--- src/rtl/cpu_hazard_scoreboard.sv ---
// Per-register write scoreboard with latency countdown plus a multi-cycle-unit busy counter.
// Optional stall performance counters are enabled by defining HAZARD_PERF_CNT_EN.
module cpu_hazard_scoreboard #(
  parameter int REG_W  = 5,
  parameter int NUM_RD = 2,
  parameter int LAT_W  = 2,
  parameter int MC_W   = 6
) (
  input  logic                    clk,
  input  logic                    clr_n,
  input  logic                    id_valid,
  input  logic [NUM_RD*REG_W-1:0] id_rs,
  input  logic [REG_W-1:0]        id_rd,
  input  logic                    id_wr_en,
  input  logic [LAT_W-1:0]        id_lat,
  input  logic                    id_issue,
  input  logic                    mc_start,
  input  logic [MC_W-1:0]         mc_cycles,
  output logic [4:0]              stalls,
  output logic                    raw_hazard,
  output logic                    mc_busy,
  output logic [2**REG_W-1:0]     pending
`ifdef HAZARD_PERF_CNT_EN
  ,
  output logic [31:0]             raw_stall_cnt,
  output logic [31:0]             mc_stall_cnt
`endif
);

  localparam int NUM_REGS  = 2**REG_W;
  localparam int STALL_IF  = 0;
  localparam int STALL_ID  = 1;
  localparam int STALL_EX  = 2;
  localparam int STALL_MEM = 3;
  localparam int STALL_WB  = 4;

  logic [LAT_W-1:0] cnt     [NUM_REGS];
  logic [LAT_W-1:0] cnt_nxt [NUM_REGS];
  logic [MC_W-1:0]  busy_cnt;
  logic             hit;
  logic             front_stall;
  logic             issue_q;

  always_comb begin
    hit = 1'b0;
    for (int unsigned i = 0; i < NUM_RD; i++) begin
      if (id_rs[i*REG_W +: REG_W] != '0 && cnt[id_rs[i*REG_W +: REG_W]] != '0)
        hit = 1'b1;
    end
  end

  assign raw_hazard  = id_valid & hit;
  assign mc_busy     = (busy_cnt != '0);
  assign front_stall = raw_hazard | mc_busy;
  assign issue_q     = id_issue & id_valid & ~front_stall;

  always_comb begin
    stalls            = '0;
    stalls[STALL_IF]  = front_stall;
    stalls[STALL_ID]  = front_stall;
    stalls[STALL_EX]  = mc_busy;
    stalls[STALL_MEM] = 1'b0;
    stalls[STALL_WB]  = 1'b0;
  end

  // A new write never shortens an older, slower write to the same register.
  always_comb begin
    for (int unsigned r = 0; r < NUM_REGS; r++) begin
      cnt_nxt[r] = (cnt[r] != '0) ? cnt[r] - LAT_W'(1) : '0;
      if (issue_q && id_wr_en && id_rd == REG_W'(r) && r != 0 && id_lat > cnt_nxt[r])
        cnt_nxt[r] = id_lat;
    end
  end

  always_comb begin
    pending = '0;
    for (int unsigned r = 0; r < NUM_REGS; r++)
      pending[r] = (cnt[r] != '0);
  end

  always_ff @(posedge clk or negedge clr_n) begin
    if (!clr_n) begin
      for (int unsigned r = 0; r < NUM_REGS; r++)
        cnt[r] <= '0;
    end else if (!mc_busy) begin
      for (int unsigned r = 0; r < NUM_REGS; r++)
        cnt[r] <= cnt_nxt[r];
    end
  end

  always_ff @(posedge clk or negedge clr_n) begin
    if (!clr_n)
      busy_cnt <= '0;
    else if (busy_cnt != '0)
      busy_cnt <= busy_cnt - MC_W'(1);
    else if (mc_start)
      busy_cnt <= mc_cycles;
  end

`ifdef HAZARD_PERF_CNT_EN
  always_ff @(posedge clk or negedge clr_n) begin
    if (!clr_n) begin
      raw_stall_cnt <= '0;
      mc_stall_cnt  <= '0;
    end else begin
      if (raw_hazard && !mc_busy && raw_stall_cnt != '1)
        raw_stall_cnt <= raw_stall_cnt + 32'd1;
      if (mc_busy && mc_stall_cnt != '1)
        mc_stall_cnt <= mc_stall_cnt + 32'd1;
    end
  end
`endif

endmodule

--- config.mk ---
export PLATFORM = sky130hd
export DESIGN_NAME = cpu_hazard_scoreboard
export DESIGN_NICKNAME = d
export VERILOG_FILES = /design/src/rtl/cpu_hazard_scoreboard.sv
export SDC_FILE = /design/constraint.sdc
export NUM_CORES = 1
export LEC_CHECK = 0
export CAP_MARGIN = 20
export CORE_MARGIN = 5
export CORE_UTILIZATION = 49
export DETAILED_ROUTE_END_ITERATION = 7
export PLACE_DENSITY = 0.74
export SLEW_MARGIN = 15
export SYNTH_ARGS = -nofsm -noshare
export SYNTH_HDL_FRONTEND = slang
export SYNTH_SLANG_ARGS = --single-unit
--- constraint.sdc ---
create_clock -name clk -period 4.75 [get_ports clk]
set_input_delay 0.95 -clock clk [delete_from_list [all_inputs] [get_ports clk]]
set_output_delay 0.95 -clock clk [all_outputs]
set_load 0.005 [all_outputs]
# Yosys cells after proc, flatten, opt, wreduce, memory -nomap -nowiden
# Index checks and enable logic that the tools add are counted.
# word_totals
regBits	70
inputBits	29
output_inout_bits	39
elab_cells	313
# classes
n_addsub	33
n_lt_le_gt_ge	33
eq_ne	31
mux	73
bitwise	7
n_reduce_logical	103
# op_table
cell	n
$mux 2	67
$eq 5x5->1 const B	16
$reduce_bool 2->1	35
$logic_and 1x1->1	65
$sub 2x1->2 const B	32
$gt 2x2->1	31
$eq 5x4->1 const B	8
$bmux 2 s5	2
$eq 5x3->1 const B	4
$ge 6x6->1 const B	2
$mux 6	2
$not 5->6	2
$eq 5x2->1 const B	2
$reduce_bool 5->1	2
$reduce_bool 6->1	1
$sub 6x1->6 const B	1
$eq 5x1->1 const B	1
$and 1x1->1	3
$mux 1	2
$not 1->1	1
$or 1x1->1	1

# Logic depth before layout (Yosys ltp)
# Gate-level depths: netlist (run 1).
# depth
word_depth	16
ltp_mapped	12
ltp_nobuf	9

# Least setup slack after synthesis (run 1)
# Ideal clock, no wire load.
# synth_timing
path_kind	input to output
start	input id_rs[1]
end	output stalls[0]
arrival_time_ns	2.950
t_required_ns	3.800
slack_ns	0.850
stages	10
path_buffers	5
path_cell_list	buf_2 buf_2 inv_1 and3_1 o31ai_1 clkbuf_1 buf_2 nand3_1 a21o_1 buf_4
# synth_via
elab_chain_len	10
elab_cells_between_ends	11
cone_classes	5 x mux; 3 x bitwise; 3 x reduce/logical
# synth_rtl
item	line_no	rtl
start: declaration	12	input logic [NUM_RD*REG_W-1:0] id_rs,
$not 5->6 (implied by the code)	47	if (id_rs[i*REG_W +: REG_W] != '0 && cnt[id_rs[i*REG_W +: REG_W]] != '0)
$bmux 2 s5	47	
$mux 2 (implied by the code) (2 in a row)	47	
$reduce_bool 2->1	47	
$logic_and 1x1->1 *	47	
$mux 1 * (2 in a row)	47	
$and 1x1->1 *	52	assign raw_hazard = id_valid & hit;
$or 1x1->1 *	54	assign front_stall = raw_hazard | mc_busy;
end: declaration	19	output logic [4:0] stalls,
# Every way passes the cells marked *; elsewhere a longest branch is shown, timed or not. The select of a mux whose other input is x is not followed.

# Worst setup path after layout (run 1)
# layout_timing
start	input id_rs[1]
end	output stalls[1]
# The elaborated chain is that of the path after synthesis.

==> reports/results.ini, run 1 <==
[clocking]
clk_path_buf_depth=2
cts-root-buf=clkbuf_16
path_clk_slew_ns=0.06
post_cts_buffers=0
htreeDepth=3
cts_tree=done
cts_resized=0
clk_latency_ns=0.35
hold_buffers=0
cts_buffers=9
cts_sinks=70

[grt]
grt_usage_pct=27.5
grt_max_degree=83
grt_pass1_vias=6548
antenna_found_initial=0
grt_pass1_wl_um=33000
overflow=0

[floorplanning]
die_area_sq_um=15400
std_cell_rows=41
boundaryPins=68
die_h_um=124
start_util_pct=50.3
die_x_um=124
core_region_area_sq_um=12700

[setup_path]
cp_slowest_cell=clkdlybuf4s50_1
crit_top_cell=clkdlybuf4s50_1
rr_startpoint=busy_cnt[3]
cp_max_fo=18
cp_data_required_time_ns=3.80
slowest_delay_ns=0.52
setup.worst_path.start_class=primary input
worstSetupPathType=primary input to primary output
worstPathCellList=clkdlybuf4s50_1, buf_12, mux4_2, or3_1, and4b_1, and3_2, nand3_1, a21o_1, clkdlybuf4s50_1
critPathArrivalTime_ns=3.68
endpoint_kind=primary output
cp-startpoint=id_rs[1]

[power]
power.switching_uw=1350
clkPwrFrac_pct=23.8
vdd_drop_max_mv=0.206
combPwrFrac_pct=44.4
switching_share_pct=40.5
seqPwrFrac_pct=31.9
p_per_area_nw_per_um2=444
power_uw=3340
internal_power_uw=1990
leakage_uw=0.00298

[synthesis]
synth.yosys.seq_area_share_pct=27.5
syn_area_sq_um=6380
yosys_warnings=0
async_reset_ff_share_pct=100
synth_top_area_share_pct=27.5
synth_edf_count=0
yosysUniqueCellTypes=54
synth_seq_cells=70
synth_cells=769
yosys.area.top_type=dfrtp_1
netlist_top_cells_area=dfrtp_1, ha_1, a221o_1
syn_avg_cell_area_sq_um=8.29
synth-main-ff-cell=dfrtp_1

[cells_and_area]
layout_common_cells=a21oi_1, nand2_1, dfrtp_1
finalNonFillerCells=990
regArea_sq_um=1750
fin_nets=906
filler_cell_count=1127
syn2layout_area_growth_pct=17.8
layout-drive-gt1-share_pct=10.6
final_common_cell=a21oi_1
antenna_cells=0
utilization_pct=59.3
multi_input_area_sq_um=4170

[detailed_routing]
drt_iter0_markers=629
wl_per_cell_um=20.1
ant_nets=0
drt_first_pass_iters=5
drt_wl_total_um=19900
viasPerCell=6.53
drc_errors=0
vias=6460

[sta]
worst_pin_slew_ns=0.854
finalHoldViolCount=0
fin_crit_sh_pct=97.4
fmax_ghz=0.216
worst_clock_skew_ns=0.00733
slew_headroom_pct=43.1
fin_ws_ns=0.121
setup_viol=0
slew_violations=0
period_minus_slack_ns=4.63
rsz0062_at_grt=false
finalSetupTns_ns=0

[place]
dp_hpwl_um=13700
gp_congestion=0.941
placedCellCount=975
port-buffer-count=65
dp_slack_ns=0.135

[min_path]
hold_class=flop to flop
min_from=busy_cnt[0]

[job]
cap_violations=0

[outcome]
status=complete, no violations

==> metrics by stage <==
stage | instance area, sq um | hold slack [ns]
floorplan | 6380 | 0.463
global placement | 7180 | 0.485
detailed placement | 7180 | 0.501
CTS | 7510 | 0.512
global route | 7510 | 0.550
finish | 7510 | 0.500
==> per-layer routing <==
layer | vias up | GRT usage [%] | routed length [um]
met5 | - | 0 | 0
met4 | 0 | 11.8 | 646
met3 | 60 | 5.40 | 1510
li1 | 2965 | - | -
met2 | 300 | 44.5 | 9340
met1 | 3135 | 35.8 | 8430
==> cell families after synthesis <==
| family | Yosys count | synth area share [%] |
|---|---|---|
| buffers and inverters | 113 | 7.49 |
| muxes | 8 | 2.47 |
| AOI/OAI and AO/OA | 216 | 24.1 |
| DFF | 70 | 27.5 |
| adders and majority gates | 63 | 12.4 |
| and+or+nand+nor | 298 | 26.0 |
| other | 1 | 0.0588 |
==> Yosys cell counts, types with 2 or more instances <==
master	n
a21oi_1	81
nand2_1	72
dfrtp_1	70
ha_1	63
inv_1	58
a221o_1	47
nor2_1	38
nor2b_1	36
clkbuf_1	32
nand4_1	26
nand3_1	25
a211oi_1	24
nor3_1	20
a2111oi_0	16
o211ai_1	13
and2_4	12
and3_4	12
or2_2	12
and3_1	11
a31oi_1	10
buf_2	10
o21ai_0	9
and2_1	8
and4_1	6
mux4_2	6
buf_4	5
nand2b_1	4
or3_1	4
a211o_1	3
buf_6	3
inv_2	3
buf_1	2
mux2_2	2
nor3b_1	2
nor4_1	2
o311ai_0	2
o31ai_1	2
or4_1	2
==> power groups by stage <==
stage	Combinational, uW	Sequential [uW]	Clock, uW
4_1_cts	1470	1050	798
6_report	1480	1060	793
5_1_grt	1710	1100	826
2_1_floorplan	1090	984	0
3_5_place_dp	1460	1060	0
3_3_place_gp	1350	1040	0
==> worst max-delay path, delay by kind of cell <==
kind	cells	cell delay (ns)
AO/OA/AOI/OAI	1	0.17
AND/OR/NAND/NOR	4	0.87
buffers and inverters	3	1.19
multiplexers	1	0.49
==> flip-flops by register name, indices dropped and copies added, names as in the netlist <==
register and flops:
busy_cnt 6, cnt 64
==> area by class of cell <==
| cell class | instances | share of cell area [%] |
|---|---|---|
| Multi-Input combinational cell | 587 | 55.5 |
| Timing Repair Buffer | 85 | 10.8 |
| Clock inverter | 4 | 1.27 |
| Inverter | 61 | 3.05 |
| Clock buffer | 11 | 3.23 |
| Sequential cell | 70 | 23.3 |
| Tap cell | 172 | 2.86 |
==> final timing paths <==
kind,to,slack [ns],cells after the start
max in group asynchronous,cnt[28],3.03,2
min reg2reg,busy_cnt[0],0.50,1
max,stalls[1],0.12,9
min in group asynchronous,cnt[33],0.67,1
min,busy_cnt[0],0.50,1
max reg2reg,cnt[37],1.67,7
(Power assumes the default switching activity.)
==> run 2, diff against run 1 <==
--- a/config.mk
+++ b/config.mk
@@ -9,7 +9,8 @@
 export CORE_MARGIN = 5
 export CORE_UTILIZATION = 49
 export DETAILED_ROUTE_END_ITERATION = 7
-export PLACE_DENSITY = 0.74
+export DONT_BUFFER_PORTS = 1
+export PLACE_DENSITY = 0.67
 export SLEW_MARGIN = 15
 export SYNTH_ARGS = -nofsm -noshare
 export SYNTH_HDL_FRONTEND = slang
==> constraint.sdc (replaced) <==
create_clock -name clk -period 5.22 [get_ports clk]
set_input_delay 1.044 -clock clk [delete_from_list [all_inputs] [get_ports clk]]
set_output_delay 1.044 -clock clk [all_outputs]
set_load 0.005 [all_outputs]
==> run 2 against run 1 <==
  * Via count shrank 5.5%
  * Largest cell class unchanged
  * Core utilization shrank 6.2 points
  * Critical path depth shrank 2
  * Sequential power shrank 9%
  * Highest routed layer unchanged
  * Design area shrank 10%
  * Register-to-register slack gained 0.34 ns
  * Critical path type unchanged
==> reports/results.ini, run 2 (synthesis gave the netlist of run 1 again) <==
[clocking]
clk_path_buf_depth=2
cts-root-buf=clkbuf_16
cts_buffers=9
htreeDepth=3
clk_latency_ns=0.35
post_cts_buffers=0
cts_resized=0
cts_tree=done
path_clk_slew_ns=0.06
hold_buffers=0
cts_sinks=70

[job]
cap_violations=0

[place]
port-buffer-count=0
dp_hpwl_um=13300
placedCellCount=897
gp_congestion=0.963

[grt]
overflow=0
antenna_found_initial=0
grt_max_degree=83
grt_usage_pct=26.6
grt_pass1_vias=6137
grt_pass1_wl_um=31800

[sta]
fmax_ghz=0.254
finalSetupTns_ns=0
fin_crit_sh_pct=75.4
setup_viol=0
slew_violations=0
worst_clock_skew_ns=0.00727
worst_pin_slew_ns=1.05
rsz0062_at_grt=false
slew_headroom_pct=29.6
finalHoldViolCount=0
period_minus_slack_ns=3.94

[setup_path]
worstSetupPathType=primary input to primary output
cp-startpoint=id_rs[6]
cp_data_required_time_ns=4.18
reg2reg_slack_ns=2.01
rr_startpoint=cnt[16]
cp_max_fo=37
endpoint_kind=primary output
critPathArrivalTime_ns=2.89
worstRegToRegCells=8
r2r_end=cnt[31]
setup.worst_path.start_class=primary input

[detailed_routing]
wl_per_cell_um=21.6
vias=6103
drc_errors=0
viasPerCell=6.68
drt_wl_total_um=19700
ant_nets=0
drt_first_pass_iters=5
drt_iter0_markers=544

[cells_and_area]
regMostFlops=cnt
multi_input_area_sq_um=4170
filler_cell_count=1192
layout_common_cells=a21oi_1, nand2_1, dfrtp_1
final_common_cell=a21oi_1
antenna_cells=0
largest_reg_flops=64
layout-drive-gt1-share_pct=10.3
top_regs=cnt (64), busy_cnt (6)
regArea_sq_um=1750
finalNonFillerCells=913
syn2layout_area_growth_pct=5.55
fin_nets=828

[outcome]
status=complete, no violations

[floorplanning]
boundaryPins=68
die_area_sq_um=15400
die_x_um=124
core_region_area_sq_um=12700
std_cell_rows=41
die_h_um=124
start_util_pct=50.3

[power]
vdd_drop_max_mv=0.284
p_per_area_nw_per_um2=422
power_uw=2840
leakage_uw=0.00262

[min_path]
hold_class=primary input to asynchronous set/reset pin

run 2: changes by cell type in the layout (fill, tap and decap cells not counted):
| cell | change |
|---|---|
| clkdlybuf4s50_1 | -64 |
| buf_4 | -12 |
| clkinvlp_4 | +3 |
| bufinv_16 | -2 |
| and2_0 | -1 |
| and2_2 | +1 |
| buf_12 | -1 |
| buf_2 | -1 |
| clkbuf_1 | -1 |
| clkbuf_8 | +1 |
run 2: worst max path at each step:
| stage | to | slack (ns) | cells past startpoint |
|---|---|---|---|
| floorplan | stalls[0] | 1.13 | 10 |
| global placement | stalls[1] | 1.34 | 7 |
| detailed placement | stalls[0] | 1.33 | 7 |
| CTS | stalls[0] | 1.33 | 7 |
| global route | stalls[0] | 1.22 | 7 |
| finish | stalls[0] | 1.28 | 7 |
run 2: metal layers:
metal | up-vias | GRT usage, % | wire length (um)
li1 | 2817 | - | -
met5 | - | 0 | 0
met4 | 0 | 10.9 | 532
met3 | 49 | 5.99 | 1740
met1 | 2959 | 33.9 | 8150
met2 | 278 | 43.7 | 9300
run 2: worst max-delay path: stages:
cell and delay, ns:
inv_2 0.06, mux4_2 0.48, and3_1 0.19, or4_1 0.47
buf_4 0.29, nand3_1 0.17, a21o_1 0.17
run 2: stage by stage:
step	setup slack, ns	util (%)	hold slack (ns)	area, sq um
global route	1.22	53.1	0.378	6730
finish	1.28	53.1	0.393	6730
CTS	1.33	53.1	0.379	6730
floorplan	1.13	-	0.463	6380
global placement	1.34	50.7	0.485	6420
detailed placement	1.33	50.7	0.490	6420
run 2: area by class of cell:
class | instances | share of cell area, %
Timing Repair Buffer | 7 | 0.781
Tap cell | 172 | 3.20
Sequential cell | 70 | 26.0
Clock buffer | 11 | 3.75
Clock inverter | 5 | 0.855
Inverter | 61 | 3.40
Multi-Input combinational cell | 587 | 62.0
run 2: power breakdown:
group | total [uW] | internal [uW] | leakage, uW | switching, uW
logic | 1230 | 527 | 0.00174 | 707
clock network | 642 | 395 | 0.000144 | 247
registers | 963 | 734 | 0.000729 | 229
total | 2840 | 1660 | 0.00262 | 1180
